$ cat config.mk
export PLATFORM = sky130hd
export DESIGN_NAME = fetch_unit
export DESIGN_NICKNAME = d
export VERILOG_FILES = /design/src/rtl/fetch_pkg.sv /design/src/rtl/fetch_queue.sv /design/src/rtl/fetch_unit.sv
export SDC_FILE = /design/constraint.sdc
export NUM_CORES = 1
export LEC_CHECK = 0
export CAP_MARGIN = 40
export CORE_MARGIN = 5
export CORE_UTILIZATION = 63
export CTS_CLUSTER_DIAMETER = 100
export CTS_CLUSTER_SIZE = 8
export DETAILED_ROUTE_END_ITERATION = 16
export DONT_BUFFER_PORTS = 1
export HOLD_SLACK_MARGIN = 0.05
export MAX_ROUTING_LAYER = met4
export PLACE_DENSITY = 0.79
export SYNTH_ARGS = -nofsm -noshare
export SYNTH_HDL_FRONTEND = slang
export SYNTH_SLANG_ARGS = --single-unit
$ cat constraint.sdc
create_clock -name clk -period 8.3 [get_ports clk]
set_input_delay 1.66 -clock clk [delete_from_list [all_inputs] [get_ports clk]]
set_output_delay 1.66 -clock clk [all_outputs]
set_load 0.005 [all_outputs]
$ cat src/rtl/fetch_pkg.sv
// Shared widths, constants, types and helpers for the instruction-fetch front end.
package fetch_pkg;

   localparam int XLEN    = 32;
   localparam int IMEM_AW = 30;
   localparam int ILEN    = 32;

   localparam logic [ILEN-1:0] NOP_INSTR = 32'h0000_0013;

   // One prefetched instruction together with the byte PC it was fetched from.
   typedef struct packed {
      logic [ILEN-1:0] instr;
      logic [XLEN-1:0] pc;
   } fetch_entry_t;

   // FS_FAULT parks the fetcher after a misaligned redirect until an aligned one arrives.
   typedef enum logic {
      FS_RUN   = 1'b0,
      FS_FAULT = 1'b1
   } fetch_state_t;

   function automatic logic is_word_aligned(input logic [XLEN-1:0] addr);
      return (addr[1:0] == 2'b00);
   endfunction

endpackage

$ cat src/rtl/fetch_queue.sv
// QDEPTH-entry prefetch FIFO with flush; a pop and a push may share a cycle even when full.
module fetch_queue
   import fetch_pkg::*;
#(
   parameter int QDEPTH = 2
) (
   input  logic                      clk,
   input  logic                      rst_n,
   input  logic                      flush,
   input  logic                      push,
   input  logic                      pop,
   input  logic [ILEN-1:0]           wr_instr,
   input  logic [XLEN-1:0]           wr_pc,
   output logic [ILEN-1:0]           rd_instr,
   output logic [XLEN-1:0]           rd_pc,
   output logic [$clog2(QDEPTH):0]   count
);

   localparam int PW = $clog2(QDEPTH);
   localparam int CW = PW + 1;

   fetch_entry_t  mem [QDEPTH];
   fetch_entry_t  head;
   logic [PW-1:0] rd_ptr;
   logic [PW-1:0] wr_ptr;

   // QDEPTH is a power of two, so the pointers wrap by plain overflow.
   always_ff @(posedge clk or negedge rst_n) begin
      if (!rst_n) begin
         rd_ptr <= '0;
         wr_ptr <= '0;
         count  <= '0;
      end else if (flush) begin
         rd_ptr <= '0;
         wr_ptr <= '0;
         count  <= '0;
      end else begin
         if (push) wr_ptr <= wr_ptr + PW'(1);
         if (pop)  rd_ptr <= rd_ptr + PW'(1);
         if (push && !pop)      count <= count + CW'(1);
         else if (pop && !push) count <= count - CW'(1);
      end
   end

   // NOTE: storage is deliberately not reset; the head is masked to zero while the queue is empty.
   always_ff @(posedge clk) begin
      if (push && !flush) mem[wr_ptr] <= '{instr: wr_instr, pc: wr_pc};
   end

   assign head     = mem[rd_ptr];
   assign rd_instr = (count != '0) ? head.instr : '0;
   assign rd_pc    = (count != '0) ? head.pc    : '0;

endmodule

$ cat src/rtl/fetch_unit.sv
// Instruction-fetch initiator: PC, redirect/fault handling, prefetch queue, perf counters.
// Optional perf counters are built only when FETCH_PERF_EN is defined.
module fetch_unit
   import fetch_pkg::*;
#(
   parameter logic [31:0] RESET_PC = 32'h0000_0000,
   parameter int          QDEPTH   = 2
) (
   input  logic        clk,
   input  logic        rst_n,
   output logic [29:0] imem_addr,
   input  logic [31:0] imem_instr,
   input  logic        redirect_valid,
   input  logic [31:0] redirect_pc,
   output logic        out_valid,
   input  logic        out_ready,
   output logic [31:0] out_instr,
   output logic [31:0] out_pc,
   output logic        fetch_fault,
   output logic [31:0] perf_fetched,
   output logic [31:0] perf_stall
);

   localparam int CW = $clog2(QDEPTH) + 1;

   fetch_state_t    state_q, state_d;
   logic [XLEN-1:0] fetch_pc, pc_d;
   logic [CW-1:0]   count;
   logic            pop;
   logic            push;
   logic            q_not_full;

   assign imem_addr   = fetch_pc[XLEN-1:2];
   assign out_valid   = (count != '0);
   assign pop         = out_valid & out_ready;
   assign q_not_full  = (count < CW'(QDEPTH));
   assign fetch_fault = (state_q == FS_FAULT);

   always_ff @(posedge clk or negedge rst_n) begin
      if (!rst_n) begin
         state_q  <= FS_RUN;
         fetch_pc <= RESET_PC;
      end else begin
         state_q  <= state_d;
         fetch_pc <= pc_d;
      end
   end

   // NOTE: every combinational output gets a default first so no path can infer a latch.
   always_comb begin
      state_d = state_q;
      pc_d    = fetch_pc;
      push    = 1'b0;
      case (state_q)
         FS_RUN:   push = q_not_full | pop;
         FS_FAULT: push = 1'b0;
         default:  push = 1'b0;
      endcase
      if (redirect_valid) begin
         push    = 1'b0;
         pc_d    = {redirect_pc[XLEN-1:2], 2'b00};
         state_d = is_word_aligned(redirect_pc) ? FS_RUN : FS_FAULT;
      end else if (push) begin
         pc_d = fetch_pc + XLEN'(4);
      end
   end

   // A redirect flushes the queue and drops any pop landing in the same cycle.
   fetch_queue #(
      .QDEPTH (QDEPTH)
   ) u_queue (
      .clk      (clk),
      .rst_n    (rst_n),
      .flush    (redirect_valid),
      .push     (push),
      .pop      (pop & ~redirect_valid),
      .wr_instr (imem_instr),
      .wr_pc    (fetch_pc),
      .rd_instr (out_instr),
      .rd_pc    (out_pc),
      .count    (count)
   );

`ifdef FETCH_PERF_EN
   logic [31:0] fetched_q;
   logic [31:0] stall_q;

   always_ff @(posedge clk or negedge rst_n) begin
      if (!rst_n) begin
         fetched_q <= '0;
         stall_q   <= '0;
      end else begin
         if (push)                    fetched_q <= fetched_q + 32'd1;
         if (out_valid && !out_ready) stall_q   <= stall_q + 32'd1;
      end
   end

   assign perf_fetched = fetched_q;
   assign perf_stall   = stall_q;
`else
   assign perf_fetched = '0;
   assign perf_stall   = '0;
`endif

endmodule
==> metrics.cfg <==
[clock_tree]
path_clk_slew_ps = 60
ctsResizeCount = 0
cts_tree = yes
hold_buffers = 0
cts_buffer_depth = 2
clk_latency_ps = 410
ctsHtreeMaxLevel = 4
cts_setup_buffers = 0
cts_sinks = 159
cts-root-buf = clkbuf_16
numCtsBuffers = 17

[power_and_ir_drop]
power_per_cell_area_nw_per_um2 = 233
ir_drop_mv = 0.129
p_leak_nw = 2.64

[yosys]
ys_types = 38
yosysMostFrequentCell = edfxtp_1
syn_inst = 553
synth_area_sq_um = 7140
synth_edf_count = 124
postSynth.asyncResetShare = 0.220
synth_top_area_cell = edfxtp_1
synth_top_area_share = 0.522
synth_commonest_cells = edfxtp_1 (124), nor2_1 (77), buf_4 (66), mux2i_1 (63), nand2_1 (45)
yosys_warnings = 0
synthFlopType = edfxtp_1
yosysSeqAreaShare = 0.644
synth.area.top_cells = edfxtp_1 (52%), dfrtp_1 (12%), mux2i_1 (8.8%), buf_4 (6.9%), nor2_1 (4.0%)
ys_ff_latch = 159
synth_area_per_cell_sq_um = 12.9

[job]
drv_cap = 0

[timing]
grt_setup_unrepaired = no
slew_viol_final = 0
max_slew_margin = 0.427
tns_ps = 0
worst_slew_pin_slew_ps = 857
setup_viol = 0
min_period_ps = 3770
fmax_mhz = 265
finalClockSkew_ps = 8.54
hold_viol_final = 0
fin_crit_sh = 0.454

[final_layout]
area_growth_pct = 6.17
final_layout_size_suffix_gt1_frac = 0.0813
seq_area_sq_um = 4600
multiInputGateArea_sq_um = 2200
fin_util = 0.690
fin_nets = 623
nFillCells = 798
antennaDiodeCount = 0

[route]
firstDrtPassIters = 4
via_per_inst = 5.50
drc = 0
vias = 3883
ant_nets = 0
drtIter0Drc = 190
totalWireLength_microns = 14000
wl_per_cell_microns = 19.8

[global_route]
grt_pass1_wl_microns = 21100
grt_overflow = 0
grt_max_degree = 68
grt_pass1_vias = 3972
antenna_found_initial = 0
track_usage = 0.216

[critical_path]
worst_path_max_delay_cell = nor2_4
critPathLaunchType = flop
critPathMaxFanout = 34
crit_type = reg -> out
cp.required_ps = 6640
crit_path_cell_trace = nor2_4 -> buf_4 -> nor2_1
slowest_delay_ps = 700
end_kind = output pin
arrival_ps = 2110

[run_status]
status = finished, final reports clean

[floorplan]
die_x_microns = 116
row_count = 38
ios = 228
die_area_sq_um = 13600
start_util = 0.650
core-area_sq_um = 11000
fp.dieH_microns = 116

[worst_hold_path]
hp-class = reg -> reg

[place]
dp_hpwl_microns = 9710
numPortBuffers = 0
gp_congestion = 0.773

## kinds of logic after synthesis
family          Yosys count  synth area share
simple gates            174             0.118
flops                   159             0.644
buf+inv                  92            0.0855
mux                      64            0.0899
compound gates           33            0.0244
xor+xnor                 29            0.0356
fa+ha+maj                 1           0.00175
other cells               1          0.000525
## stage by stage
| stage | std cells | hold slack [ps] | setup slack [ps] | area [sq um] | power, mW |
|---|---|---|---|---|---|
| 2_1_floorplan | 618 | 482 | 2450 | 7390 | 1.07 |
| 3_3_place_gp | 673 | 543 | 4540 | 7010 | 1.07 |
| 3_5_place_dp | 675 | 583 | 4520 | 7050 | 1.08 |
| 4_1_cts | 706 | 589 | 4470 | 7580 | 1.78 |
| 5_1_grt | 706 | 603 | 4350 | 7580 | 1.83 |
| 6_report | 706 | 588 | 4530 | 7580 | 1.76 |
## metal layers
metal  GRT usage  part of all wire
met3      0.0824             0.098
met4      0.0642             0.010
met5           -                 0
met1       0.246              0.37
met2       0.355              0.52
## final timing paths
check,startpoint,to,slack [ps],depth (start not counted)
worst min register to register,u_queue.count[0],u_queue.count[0],590,1
min in group asynchronous,rst_n,fetch_fault,940,0
max in group asynchronous,rst_n,u_queue.rd_ptr,7260,0
worst min-delay path,u_queue.count[0],u_queue.count[0],590,1
worst max register to register,u_queue.count[1],u_queue.mem[1][46],5600,5
worst max-delay path,u_queue.count[1],out_instr[27],4530,3
## layout by cell type (no fill, tap or decap), types with 3 or more instances in the layout
cell type / Yosys / layout
buf_4: 66 / 4
xor2_1: 23 / 23
dfrtp_1: 35 / 34
conb_1: 1 / 66
edfxtp_1: 124 / 124
nand2_1: 45 / 45
o21ai_0: 19 / 19
inv_1: 4 / 4
nor4_4: 2 / 3
nor2_1: 77 / 76
and3_1: 4 / 3
xnor2_1: 6 / 6
clkbuf_16: 0 / 17
mux2i_1: 63 / 63
nand3_2: 3 / 3
clkinvlp_4: 0 / 4
nand3_1: 14 / 14
o21ai_1: 9 / 9
nand4_1: 12 / 12
clkbuf_1: 13 / 3
## sequential cells by signal (all words and copies together), names as in the netlist
signal and cells:
u_queue.wr_ptr 1, u_queue.rd_ptr 1, fetch_fault 1, u_queue.mem 124, u_queue.count 2, fetch_pc 30
## worst max-delay path: cells and delay by family, from the launching register on
| kind | cells | cell delay (ps) |
|---|---|---|
| simple gates | 2 | 810 |
| flops | 1 | 460 |
| buf+inv | 1 | 410 |
## power breakdown
group	total (mW)	switching, mW	internal (mW)	leakage [nW]
registers	0.945	0.0444	0.901	1.55
clock network	0.698	0.290	0.408	0.247
logic	0.121	0.0756	0.0449	0.841
## area by class of cell
type                    instances  area share
clock inverters                11      0.0125
flip-flops and latches        159       0.607
inverters                       4     0.00198
multi-input cells             367       0.290
repair buffers                  5     0.00759
well taps                     140      0.0231
clock buffers                  20      0.0576
No activity file was read; power rests on OpenSTA's default activity.
